===== src/rtl/i2c_master.sv =====
// Single-master I2C controller: START, 7-bit address + R/W, one data byte
// written or read, STOP. SCL comes from a fixed divider of CLK; SDA is
// open-drain through SDA_oe (drive low) and SDA_in (sensed level).
module i2c_master #(
  parameter int unsigned CLK_DIV = 4
) (
  input  logic       CLK,
  input  logic       RST,
  input  logic       start,
  input  logic       rw,
  input  logic [6:0] slave_addr,
  input  logic [7:0] data_in,
  output logic [7:0] data_out,
  output logic       busy,
  output logic       done,
  output logic       ack_error,
  output logic       SCL,
  output logic       SDA_oe,
  input  logic       SDA_in
);

  localparam int unsigned QW = (CLK_DIV > 1) ? $clog2(CLK_DIV) : 1;
  localparam logic [QW-1:0] QMAX = QW'(CLK_DIV - 1);

  typedef enum logic [3:0] {
    S_IDLE,
    S_START,
    S_ADDR,
    S_ADDR_ACK,
    S_WRITE,
    S_WRITE_ACK,
    S_READ,
    S_READ_NACK,
    S_STOP
  } state_t;

  state_t        state_q;
  logic [QW-1:0] qcnt_q;
  logic [1:0]    ph_q;
  logic [2:0]    bit_q;
  logic [7:0]    sh_q;
  logic [6:0]    rx_q;
  logic [7:0]    data_q;
  logic          rw_q;
  logic [7:0]    dout_q;
  logic          busy_q;
  logic          done_q;
  logic          ack_err_q;
  logic          scl_q;
  logic          oe_q;
  logic          qwrap_d;

  // End of a quarter period: the phase counter advances on this cycle's edge.
  always_comb begin
    qwrap_d = (qcnt_q == QMAX);
  end

  // Transaction FSM with timebase; SCL/SDA_oe are registered for the phase being entered.
  always_ff @(posedge CLK or posedge RST) begin
    if (RST) begin
      state_q   <= S_IDLE;
      qcnt_q    <= '0;
      ph_q      <= '0;
      bit_q     <= '0;
      sh_q      <= '0;
      rx_q      <= '0;
      data_q    <= '0;
      rw_q      <= 1'b0;
      dout_q    <= '0;
      busy_q    <= 1'b0;
      done_q    <= 1'b0;
      ack_err_q <= 1'b0;
      scl_q     <= 1'b1;
      oe_q      <= 1'b0;
    end else begin
      done_q <= 1'b0;
      if (state_q == S_IDLE) begin
        qcnt_q <= '0;
        ph_q   <= '0;
        scl_q  <= 1'b1;
        oe_q   <= 1'b0;
        if (start) begin
          sh_q      <= {slave_addr, rw};
          rw_q      <= rw;
          data_q    <= data_in;
          ack_err_q <= 1'b0;
          busy_q    <= 1'b1;
          state_q   <= S_START;
        end
      end else if (!qwrap_d) begin
        qcnt_q <= qcnt_q + QW'(1);
      end else begin
        qcnt_q <= '0;
        if (ph_q != 2'd3) begin
          ph_q <= ph_q + 2'd1;
          // Entering q2: SCL rises; START pulls SDA low under a high SCL.
          if (ph_q == 2'd1) begin
            scl_q <= 1'b1;
            if (state_q == S_START) oe_q <= 1'b1;
          end
          // Entering q3: sample SDA in the middle of the high phase.
          if (ph_q == 2'd2) begin
            case (state_q)
              S_ADDR_ACK, S_WRITE_ACK: if (SDA_in) ack_err_q <= 1'b1;
              S_READ: begin
                rx_q <= {rx_q[5:0], SDA_in};
                if (bit_q == 3'd0) dout_q <= {rx_q, SDA_in};
              end
              S_STOP: oe_q <= 1'b0;
              default: ;
            endcase
          end
        end else begin
          // End of bit period: choose the next bit and its q0 drive.
          ph_q  <= 2'd0;
          scl_q <= 1'b0;
          case (state_q)
            S_START: begin
              state_q <= S_ADDR;
              bit_q   <= 3'd7;
              oe_q    <= ~sh_q[7];
            end
            S_ADDR, S_WRITE: begin
              if (bit_q == 3'd0) begin
                state_q <= (state_q == S_ADDR) ? S_ADDR_ACK : S_WRITE_ACK;
                oe_q    <= 1'b0;
              end else begin
                bit_q <= bit_q - 3'd1;
                sh_q  <= {sh_q[6:0], 1'b0};
                oe_q  <= ~sh_q[6];
              end
            end
            S_ADDR_ACK: begin
              bit_q <= 3'd7;
              if (ack_err_q) begin
                state_q <= S_STOP;
                oe_q    <= 1'b1;
              end else if (rw_q) begin
                state_q <= S_READ;
                oe_q    <= 1'b0;
              end else begin
                state_q <= S_WRITE;
                sh_q    <= data_q;
                oe_q    <= ~data_q[7];
              end
            end
            S_WRITE_ACK, S_READ_NACK: begin
              state_q <= S_STOP;
              oe_q    <= 1'b1;
            end
            S_READ: begin
              oe_q <= 1'b0;
              if (bit_q == 3'd0) state_q <= S_READ_NACK;
              else bit_q <= bit_q - 3'd1;
            end
            S_STOP: begin
              state_q <= S_IDLE;
              busy_q  <= 1'b0;
              done_q  <= 1'b1;
              scl_q   <= 1'b1;
              oe_q    <= 1'b0;
            end
            default: state_q <= S_IDLE;
          endcase
        end
      end
    end
  end

  assign data_out  = dout_q;
  assign busy      = busy_q;
  assign done      = done_q;
  assign ack_error = ack_err_q;
  assign SCL       = scl_q;
  assign SDA_oe    = oe_q;

endmodule


===== config.mk =====
export PLATFORM = sky130hd
export DESIGN_NAME = i2c_master
export DESIGN_NICKNAME = d
export VERILOG_FILES = /design/src/rtl/i2c_master.sv
export SDC_FILE = /design/constraint.sdc
export NUM_CORES = 1
export LEC_CHECK = 0
export ABC_AREA = 1
export BUFFER_PORTS_ARGS = -buffer_cell sky130_fd_sc_hd__buf_4
export CAP_MARGIN = 10
export CORE_MARGIN = 3
export CORE_UTILIZATION = 57
export CTS_CLUSTER_SIZE = 8
export DETAILED_ROUTE_END_ITERATION = 8
export PLACE_DENSITY = 0.79
export SYNTH_ARGS = -nofsm -noshare
export SYNTH_HDL_FRONTEND = slang
export SYNTH_SLANG_ARGS = --single-unit

===== constraint.sdc =====
create_clock -name CLK -period 1.6 [get_ports CLK]
set_input_delay 0.32 -clock CLK [delete_from_list [all_inputs] [get_ports CLK]]
set_output_delay 0.32 -clock CLK [all_outputs]
set_load 0.02 [all_outputs]

==> results.json <==
{
  "cts_buffer_depth": 2,
  "synth-xor-area-share_pct": 0.3566,
  "reg2regPathDepth": 9,
  "cp_cell_sequence": "buf_4 -> inv_1 -> nand2_1 -> nor2_1 -> nor2_1 -> nand2_1 -> nand3_1 -> nand2_1 -> a21oi_1",
  "antenna_cells": 0,
  "multi_input_area_um2": 1099,
  "gr-total-overflow": 0,
  "dr.max_layer_used": "met4",
  "numCtsBuffers": 5,
  "track_usage_pct": 21.22,
  "fillers": 307,
  "end_kind": "flop",
  "cap_violations": 0,
  "path_max_fanout": 3,
  "hold_viol": 0,
  "first_pass_iters": 4,
  "path_delay_family": "simple AND/OR/NAND/NOR gates",
  "fmax_mhz": 643.1,
  "syn_avg_cell_area_um2": 8.354,
  "cp_slowest_cell": "dfrtp_2",
  "placementRows": 23,
  "grt_max_degree": 29,
  "gp_congestion": 0.9192,
  "drc": 0,
  "skew_ps": 3.693,
  "slew_violations": 0,
  "dp_hpwl_um": 3636,
  "rrSetupSlack_ps": 50,
  "final_cell_mix": "nand2_1 (79), dfrtp_1 (46), buf_4 (42)",
  "synth_top_family_by_area": "simple AND/OR/NAND/NOR gates",
  "crit_type": "reg -> reg",
  "fin_crit_sh_pct": 97.18,
  "finalSetupViolations": 0,
  "ctsHoldBuffers": 0,
  "cts_tree": "done",
  "wirelength_um": 5292,
  "wl_met1_um": 2340,
  "synthMuxAreaShare_pct": 0.8660,
  "synth_compound_area_share_pct": 14.21,
  "reg2reg_to": "SDA_oe$_DFFE_PP0P_",
  "path_buf_inv": 2,
  "drive_gt1_share_pct": 26.69,
  "ys_seq_elements": 48,
  "cts-root-buf": "clkbuf_8",
  "wl_per_cell_um": 13.53,
  "cpPeakStageDelay_ps": 440,
  "slew_headroom_pct": 69.91,
  "drtIter0Drc": 177,
  "clkLatencyLatePin_ps": 310,
  "via_per_inst": 5.299,
  "start_util_pct": 60.10,
  "r2r_start": "state_q[2]$_DFFE_PP0P_",
  "rsz0062_at_grt": "yes",
  "syn_to_final_growth_pct": 23.84,
  "dieHeight_um": 71.64,
  "synth_fa_ha_area_share_pct": 3.057,
  "cp.arrival_ps": 1750,
  "synth_cell_type_count": 31,
  "final_common_cell": "nand2_1",
  "syn_area_um2": 2456,
  "required_ps": 1800,
  "ys_seq_area_share_pct": 48.96,
  "startpoint_type": "flop",
  "route.met3.wl_um": 223,
  "htree_levels": 2,
  "crit_top_cell": "nand2_1",
  "synth_cells": 294,
  "hp-class": "in -> async",
  "grt_pass1_wl_um": 8514,
  "power_density_nw_per_um2": 1717,
  "vias": 2072,
  "fin_crit_ps": 1555,
  "clk_pin_slew_ps": 90,
  "synth_fp_nets": 320,
  "antenna_found_initial": 0,
  "regArea_um2": 1204,
  "drtAntennaViolNets": 0,
  "die-area_um2": 5132,
  "grt_pass1_vias": 1944,
  "max_slew.worst_pin.slew_ps": 450.7,
  "die_w_um": 71.64,
  "core_region_area_um2": 4086,
  "io_buffers": 32,
  "ios": 33,
  "vdd_drop_max_v": 0.0009554,
  "status": "completed",
  "p_leak_nw": 1.518,
  "final_util_pct": 74.43,
  "tns_ps": 0,
  "yosys_warnings": 0,
  "wl_met2_um": 2579,
  "clock_sinks": 48,
  "nets": 366,
  "synth-simple-area-share_pct": 23.48
}
==> registers in the layout, indices dropped and copies added, names as in the netlist <==
signal,count
SCL,1
SDA_oe,1
ack_error,1
bit_q,3
busy,1
data_out,8
data_q,8
done,1
ph_q,2
qcnt_q,2
rw_q,1
rx_q,7
sh_q,8
state_q,4
==> routing by layer <==
metal  global-route usage [%]  vias to the layer above
met5                        0                        -
met4                    9.812                        0
met3                    4.909                       14
met2                    33.67                       47
met1                    27.64                      992
li1                         -                     1019
==> worst reg2reg max path, stage by stage (launching register included) <==
cell	delay (ps)
dfrtp_2	440
buf_4	150
inv_1	80
nand2_1	70
nor2_1	250
nor2_1	90
nand2_1	90
nand3_1	100
nand2_1	110
a21oi_1	80
==> worst max path at each step <==
stage / from / end / cells past startpoint
final: state_q[2]$_DFFE_PP0P_ / SDA_oe$_DFFE_PP0P_ / 9
after CTS: ph_q[0]$_DFFE_PP0N_ / rx_q[0]$_DFFE_PP0P_ / 7
after detailed placement: ph_q[0]$_DFFE_PP0N_ / rx_q[0]$_DFFE_PP0P_ / 7
after global routing: bit_q[0]$_DFFE_PP0P_ / SDA_oe$_DFFE_PP0P_ / 9
after global placement: state_q[0]$_DFFE_PP0P_ / state_q[3]$_DFFE_PP0P_ / 9
after floorplan: state_q[1]$_DFFE_PP0P_ / sh_q[1]$_DFFE_PP0P_ / 11
==> through the flow <==
step           instance area [um^2]  total power [mW]  hold WS [ps]  setup WS, ps  cells
6_report                       3042             5.222         11.46         45.09    391
5_1_grt                        3042             5.608         35.78        -34.49    391
4_1_cts                        2945             5.031         23.87        -93.20    386
3_5_place_dp                   2774             3.791         363.2        -55.04    377
3_3_place_gp                   2774             3.716         361.6         28.81    377
2_1_floorplan                  2456             3.329         409.7         116.5    294
==> repair_timing <==
| item | CTS | global route |
|---|---|---|
| hold endpoints to repair | 0 | 0 |
| setup buffers | 1 | 3 |
| resized for setup | 1 | 22 |
| endpoints found under the setup margin | 17 | 28 |
| gates cloned | 0 | 2 |
| pin swaps | 0 | 7 |
==> area by class of cell <==
cell class | count | area share (%)
multi-input cells | 198 | 36.12
flip-flops and latches | 48 | 39.57
clock buffers | 5 | 2.262
repair buffers | 45 | 11.76
inverters | 42 | 5.265
well taps | 50 | 2.057
clock inverters | 3 | 2.962
==> Yosys cell counts <==
master,number,area [um^2]
a21oi_1,2,10.01
a21oi_2,1,8.760
a31oi_1,1,6.260
buf_2,4,20.02
buf_6,4,45.04
dfrtp_1,47,1176
dfstp_2,1,26.28
ha_1,6,75.07
inv_1,39,146.4
inv_2,3,11.26
mux2_2,1,11.26
mux2i_1,1,10.01
nand2_1,83,311.6
nand2_2,4,25.02
nand2_4,2,22.52
nand3_1,12,60.06
nand3_2,1,10.01
nor2_1,12,45.04
nor2_2,2,12.51
nor2_4,4,45.04
nor2_8,1,20.02
nor3_1,3,15.01
nor3_2,1,10.01
o211ai_1,2,15.01
o21a_1,1,7.510
o21ai_0,34,170.2
o21ai_1,13,65.06
o21ai_2,6,52.55
o21bai_1,1,7.510
o22ai_1,1,6.260
xor2_1,1,8.760
==> kinds of logic (layout without fill, tap and decap cells) <==
logic type | count (synthesis) | in the layout
adders and majority gates | 6 | 6
muxes | 2 | 2
DFF | 48 | 48
buffers and inverters | 50 | 95
and+or+nand+nor | 125 | 127
AOI/OAI and AO/OA | 62 | 62
xor gates and xnor gates | 1 | 1
==> power breakdown <==
group / switching, mW / internal (mW)
combinational: 1.43 / 0.846
sequential: 0.214 / 1.52
clock: 0.424 / 0.781
Note: power is estimated with default switching activity, not from simulation.
